$ cat src/rtl/qlf_cluster_pkg.sv
// Shared constants for the fracturable LUT4 cluster: per-BLE config word layout
// and the scan-load FSM state encoding.
package qlf_cluster_pkg;

  localparam int CFG_W   = 19;
  localparam int LUT_LSB = 0;
  localparam int CIN_SEL = 16;
  localparam int FF_EN   = 17;
  localparam int FF_INIT = 18;

  typedef enum logic [1:0] {
    IDLE  = 2'd0,
    SHIFT = 2'd1,
    READY = 2'd2
  } cfg_state_e;

endpackage

$ cat src/rtl/qlf_ble.sv
// One basic logic element: LUT4 mux tree with optional carry-in on li[2],
// carry mux into the next BLE, and an optional output flop.
module qlf_ble
  import qlf_cluster_pkg::*;
(
  input  logic             C,
  input  logic             R,
  input  logic [CFG_W-1:0] cfg_i,
  input  logic [3:0]       li_i,
  input  logic             cin_i,
  input  logic             commit_i,
  output logic             out_o,
  output logic             cout_o
);

  logic [15:0] lut;
  logic [3:0]  li;
  logic [7:0]  s1;
  logic [3:0]  s2;
  logic [1:0]  s3;
  logic        lut_out;
  logic        q_q, q_d;
  logic        pend_q, pend_d;

  assign lut = cfg_i[LUT_LSB +: 16];
  assign li  = {li_i[3], (cfg_i[CIN_SEL] ? cin_i : li_i[2]), li_i[1:0]};

  always_comb begin
    for (int j = 0; j < 8; j++) s1[j] = li[0] ? lut[2*j+1] : lut[2*j];
    for (int j = 0; j < 4; j++) s2[j] = li[1] ? s1[2*j+1] : s1[2*j];
    for (int j = 0; j < 2; j++) s3[j] = li[2] ? s2[2*j+1] : s2[2*j];
    lut_out = li[3] ? s3[1] : s3[0];
  end

  assign cout_o = s2[2] ? cin_i : s2[3];

  // The committed word only reaches cfg_i at the commit edge, so for the cycle
  // after a commit the flop value is FF_INIT taken from the now-active word.
  assign q_d    = lut_out;
  assign pend_d = commit_i;

  always_ff @(posedge C) begin
    if (!R) begin
      q_q    <= 1'b0;
      pend_q <= 1'b0;
    end else begin
      q_q    <= q_d;
      pend_q <= pend_d;
    end
  end

  assign out_o = cfg_i[FF_EN] ? (pend_q ? cfg_i[FF_INIT] : q_q) : lut_out;

endmodule

$ cat src/rtl/qlf_frac_lut_cluster.sv
// Cluster of N_BLE fracturable LUT4 BLEs with a serial shadow/active config chain.
// Define QLF_CLUSTER_CFG_READBACK_EN to expose the shadow chain tail on cfg_dout.
module qlf_frac_lut_cluster
  import qlf_cluster_pkg::*;
#(
  parameter int N_BLE = 8
) (
  input  logic               C,
  input  logic               R,
  input  logic               cfg_en,
  input  logic               cfg_din,
  input  logic               cfg_commit,
  output logic               cfg_dout,
  output logic               cfg_done,
  output logic               cfg_err,
  input  logic [4*N_BLE-1:0] in,
  input  logic               cin,
  output logic [N_BLE-1:0]   out,
  output logic               cout
);

  localparam int TOT   = N_BLE * CFG_W;
  localparam int CNT_W = $clog2(TOT + 1);
  localparam logic [CNT_W-1:0] CNT_MAX = CNT_W'(TOT);

  cfg_state_e       state_q, state_d;
  logic [TOT-1:0]   sh_q, sh_d;
  logic [TOT-1:0]   act_q, act_d;
  logic [CNT_W-1:0] cnt_q, cnt_d, cnt_inc;
  logic             done_q, done_d;
  logic             err_q, err_d;
  logic             do_shift, do_commit, bad_commit;

  assign cnt_inc = (cnt_q == CNT_MAX) ? cnt_q : cnt_q + CNT_W'(1);

  always_ff @(posedge C) begin
    if (!R) begin
      state_q <= IDLE;
      sh_q    <= '0;
      act_q   <= '0;
      cnt_q   <= '0;
      done_q  <= 1'b0;
      err_q   <= 1'b0;
    end else begin
      state_q <= state_d;
      sh_q    <= sh_d;
      act_q   <= act_d;
      cnt_q   <= cnt_d;
      done_q  <= done_d;
      err_q   <= err_d;
    end
  end

  // A commit always takes priority over a shift in the same cycle.
  always_comb begin
    state_d = state_q;
    case (state_q)
      IDLE:    if (cfg_en && !cfg_commit) state_d = (cnt_inc == CNT_MAX) ? READY : SHIFT;
      SHIFT:   if (cfg_en && !cfg_commit && cnt_inc == CNT_MAX) state_d = READY;
      READY:   if (cfg_commit) state_d = IDLE;
      default: state_d = IDLE;
    endcase
  end

  always_comb begin
    do_shift   = cfg_en && !cfg_commit;
    do_commit  = cfg_commit && (state_q == READY);
    bad_commit = cfg_commit && (state_q != READY);
  end

  always_comb begin
    sh_d   = sh_q;
    act_d  = act_q;
    cnt_d  = cnt_q;
    done_d = done_q;
    err_d  = err_q;
    if (do_shift) begin
      sh_d  = {cfg_din, sh_q[TOT-1:1]};
      cnt_d = cnt_inc;
    end
    if (do_commit) begin
      act_d  = sh_q;
      cnt_d  = '0;
      done_d = 1'b1;
    end
    if (bad_commit) err_d = 1'b1;
  end

  assign cfg_done = done_q;
  assign cfg_err  = err_q;

`ifdef QLF_CLUSTER_CFG_READBACK_EN
  assign cfg_dout = sh_q[0];
`else
  assign cfg_dout = 1'b0;
`endif

  for (genvar i = 0; i < N_BLE; i++) begin : g_ble
    logic ci, co, bo;
    if (i == 0) begin : g_head
      assign ci = cin;
    end else begin : g_link
      assign ci = g_ble[i-1].co;
    end

    qlf_ble u_ble (
      .C        (C),
      .R        (R),
      .cfg_i    (act_q[CFG_W*i +: CFG_W]),
      .li_i     (in[4*i +: 4]),
      .cin_i    (ci),
      .commit_i (do_commit),
      .out_o    (bo),
      .cout_o   (co)
    );

    assign out[i] = bo;
  end

  assign cout = g_ble[N_BLE-1].co;

endmodule

$ cat config.mk
export PLATFORM = sky130hd
export DESIGN_NAME = qlf_frac_lut_cluster
export DESIGN_NICKNAME = d
export VERILOG_FILES = /design/src/rtl/qlf_cluster_pkg.sv /design/src/rtl/qlf_ble.sv /design/src/rtl/qlf_frac_lut_cluster.sv
export SDC_FILE = /design/constraint.sdc
export NUM_CORES = 1
export LEC_CHECK = 0
export CAP_MARGIN = 15
export CORE_MARGIN = 2
export CORE_UTILIZATION = 54
export DETAILED_ROUTE_END_ITERATION = 8
export GPL_TIMING_DRIVEN = 0
export PLACE_DENSITY = 0.75
export SETUP_SLACK_MARGIN = 0.1
export SLEW_MARGIN = 25
export SYNTH_ARGS = -nofsm -noshare
export SYNTH_HDL_FRONTEND = slang
export SYNTH_SLANG_ARGS = --single-unit
export TNS_END_PERCENT = 30
$ cat constraint.sdc
create_clock -name C -period 3.1 [get_ports C]
set_input_delay 0.465 -clock C [delete_from_list [all_inputs] [get_ports C]]
set_output_delay 0.465 -clock C [all_outputs]
set_load 0.05 [all_outputs]
==> results.py, run 1 <==
metrics = {
    "finish": {
        "finalNetCount": 1392,
        "finalNonFillerCells": 1659,
        "final_common_cell": "nand2_1",
        "insertedDiodeCount": 0,
        "syn_to_final_growth_pct": 17.09,
        "fin_util_pct": 63.79,
        "drive_gt1_share_pct": 11.21,
        "design_area_sq_mm": 0.01431,
        "final_cell_mix": "nand2_1, dfxtp_1, a21oi_1",
    },
    "clock_network": {
        "numCtsBuffers": 34,
        "hold_buffers": 0,
        "h-tree-depth": 2,
        "clk_latency_ns": 0.52,
        "cts_tree": "built",
        "cts.sinks": 325,
        "clkTransAtPathRegs_ns": 0.06,
        "clockBufferDepth": 3,
        "clockRootBuffer": "clkbuf_16",
    },
    "sta": {
        "clock.fmax_ghz": 0.2796,
        "hold_viol_final": 0,
        "skew_ns": 0.02284,
        "period_needed_ns": 3.576,
        "fin_ws_ns": -0.4762,
        "finalSetupViolCount": 8,
        "rsz0062_at_grt": "yes",
        "final.setup.tns_ns": -2.686,
        "period_share_pct": 115.4,
        "relSlewSlack_pct": 42.50,
        "slew_viol_final": 0,
        "worst_slew_pin_slew_ns": 0.8625,
    },
    "global_route": {
        "grt_pass1_vias": 8920,
        "grt_max_degree": 15,
        "grt_usage_pct": 22.45,
        "grt_overflow_total": 0,
        "grt_antenna_before_repair": 0,
        "grt_pass1_wl_microns": 43950,
    },
    "synth": {
        "ys_ff_latch": 325,
        "synth_fp_nets": 1303,
        "syn_area_per_cell_sq_um": 9.677,
        "synth_async_sr_flop_share_pct": 0,
        "synth_flop_cell": "dfxtp_1",
        "synth_edf_count": 0,
        "ys_seq_area_share_pct": 53.24,
        "ys_warn_count": 0,
        "synthDistinctLibCells": 61,
        "synthCells": 1263,
        "syn_area_sq_mm": 0.01222,
    },
    "floorplanning": {
        "io_pins": 50,
        "die_height_microns": 154.4,
        "fp.coreArea_sq_mm": 0.02243,
        "initial_utilization_pct": 54.48,
        "die_w_microns": 154.4,
        "die_area_sq_mm": 0.02385,
        "rows": 55,
    },
    "worst_setup_path": {
        "path_cells": "mux4_1 > or2b_4 > nand3_2 > o21ai_4 > mux2_4 > a221o_1 > o311a_1 > buf_6 > buf_8",
        "endpoint": "out[6]",
        "r2r_setup_slack_ns": 0.56,
        "worstReg2RegEnd": "g_ble[7].u_ble.q_q",
        "required_ns": 2.63,
        "critPathBufInv": 2,
        "max_stage_delay_ns": 0.52,
        "crit_type": "register to primary output",
        "crit_start": "act_q[51]",
        "critPathArrivalTime_ns": 3.11,
        "cp.depth": 9,
        "worst_setup_path_start_kind": "register",
        "crit_fanout": 3,
        "r2r_start": "act_q[27]",
        "cp_top_family": "multiplexers",
        "reg2reg_depth": 9,
        "end_kind": "primary output",
        "crit_slowest_cell": "mux4_1",
    },
    "route": {
        "post_drt_wl_per_cell_microns": 16.12,
        "first_pass_iters": 5,
        "routed_via_density": 5.620,
        "routed_wl_microns": 26740,
        "drcViolationCount": 0,
        "initialDrtViolationCount": 578,
        "drtAntennaViolNets": 0,
        "vias": 9323,
    },
    "outcome": {
        "status": "finished with violations",
        "violations": "negative setup slack",
    },
    "placement": {
        "portBuffers": 44,
        "place_hpwl_microns": 18020,
        "globalplace.congestion": 0.8414,
        "placed_cells": 1592,
        "place_area_sq_mm": 0.01303,
        "pre_cts_slack_ns": -1.534,
    },
    "power_and_ir_drop": {
        "leakage_nw": 5.046,
        "p_per_area_mw_per_mm2": 592.1,
        "ir_drop_v": 0.0004008,
    },
    "job": {
        "max-cap-violations": 0,
    },
    "worst_hold_path": {
        "hold_path.class": "register to register",
    },
}
-- metrics by stage --
step | power, mW | hold slack (ns)
floorplan | 4.473 | 0.4360
global placement | 4.610 | 0.4501
detailed placement | 4.612 | 0.4559
CTS | 8.518 | 0.4485
global route | 8.710 | 0.4614
finish | 8.473 | 0.4479
-- per-layer routing --
layer / wire [microns] / up-vias / part of all wire (%) / global-route usage [%]
met3: 1284 / 43 / 4.8 / 4.147
li1: - / 4650 / - / -
met5: 0 / - / 0 / 0
met1: 12510 / 4444 / 47 / 30.94
met2: 12470 / 186 / 47 / 36.42
met4: 482 / 0 / 1.8 / 6.481
-- cell usage after synthesis (all sizes together) (2+ instances only) --
master  number  area (sq um)
a211oi       5         37.54
a21o         5         40.04
a21oi      166         842.1
a22o       152          1331
a31oi        3         25.02
and2         6         37.54
buf         21         127.6
clkbuf      78         292.8
dfxtp      325          6506
ha           2         25.02
inv         11         41.29
mux2         8         93.84
mux2i       17         170.2
mux4        33         765.7
nand2      330          1239
nand2b       6         45.04
nand3        6         30.03
nand4        4         25.02
nor2        24         90.09
nor2b        3         18.77
nor3         7         35.03
o211a        2         20.02
o211ai       5         37.54
o21ai       10         57.55
o22a         3         26.28
o22ai        2         12.51
or2b         2         16.27
or3          3         18.77
xnor2        2         17.52
xor2         3         26.28
-- kinds of logic (layout without fill, tap and decap cells) --
kind of cell	Yosys count	after routing	synth area share [%]
other	1	1	0.03068
flip-flops	325	325	53.24
adder cells (fa/ha/maj)	2	2	0.2047
XOR/XNOR	5	5	0.3584
AO/OA/AOI/OAI	363	363	20.71
multiplexers	58	58	8.425
AND/OR/NAND/NOR	399	399	13.26
buffers and inverters	110	221	3.778
-- how the worst min path moves through the flow --
| stage | depth (start not counted) | end | start |
|---|---|---|---|
| 2_1_floorplan | 2 | sh_q[0] | sh_q[0] |
| 4_1_cts | 2 | sh_q[63] | sh_q[64] |
| 3_3_place_gp | 2 | cfg_err | cfg_err |
| 5_1_grt | 2 | sh_q[63] | sh_q[64] |
| 3_5_place_dp | 2 | sh_q[0] | sh_q[0] |
| 6_report | 2 | sh_q[63] | sh_q[64] |
-- power by group --
group / internal, mW / switching, mW
clock network: 2.32 / 1.63
logic: 0.108 / 0.230
registers: 4.18 / 0.00597
-- state kept, by name, indices dropped and copies added, names as in the netlist --
| signal | flops |
|---|---|
| act_q | 152 |
| cfg_done | 1 |
| state_q | 2 |
| g_ble.u_ble.q_q | 8 |
| cnt_q | 8 |
| g_ble.u_ble.pend_q | 1 |
| sh_q | 152 |
| cfg_err | 1 |
-- area by class of cell --
| cell class | instances | area, sq um |
|---|---|---|
| plain buffers | 98 | 417.9 |
| clock buffers | 46 | 985.9 |
| clock inverters | 12 | 110.1 |
| fillers | 1798 | 8124 |
| inverters | 11 | 41.29 |
| multi-input cells | 828 | 5355 |
| flip-flops and latches | 325 | 6511 |
| well taps | 285 | 356.6 |
| repair buffers | 54 | 531.8 |
-- worst min-delay path, cell delays in order (launching register included) --
cell and delay (ns):
dfxtp_1 0.32, nand2_1 0.06, a21oi_1 0.05
-- repair_timing --
item                                    CTS  global route
pin swaps                                 9             6
resized for setup                        72            22
buffers inserted                          8             2
endpoints found under the hold margin     0             0
endpoints found under the setup margin    9             9
No activity file was read; power rests on OpenSTA's default activity.
==> run 2: changes to the inputs <==
--- a/config.mk
+++ b/config.mk
@@ -5,7 +5,6 @@
 export SDC_FILE = /design/constraint.sdc
 export NUM_CORES = 1
 export LEC_CHECK = 0
-export CAP_MARGIN = 15
 export CORE_MARGIN = 2
 export CORE_UTILIZATION = 54
 export DETAILED_ROUTE_END_ITERATION = 8
==> results of run 2 <==
Final layout, timing and power as in run 1 (identical DEF).
==> run 3: changes to the inputs <==
--- a/config.mk
+++ b/config.mk
@@ -9,6 +9,7 @@
 export CORE_UTILIZATION = 54
 export DETAILED_ROUTE_END_ITERATION = 8
 export GPL_TIMING_DRIVEN = 0
+export HOLD_SLACK_MARGIN = 0.08
 export PLACE_DENSITY = 0.75
 export SETUP_SLACK_MARGIN = 0.1
 export SLEW_MARGIN = 25
==> results of run 3 <==
Final layout, timing and power as in run 1 (identical DEF).
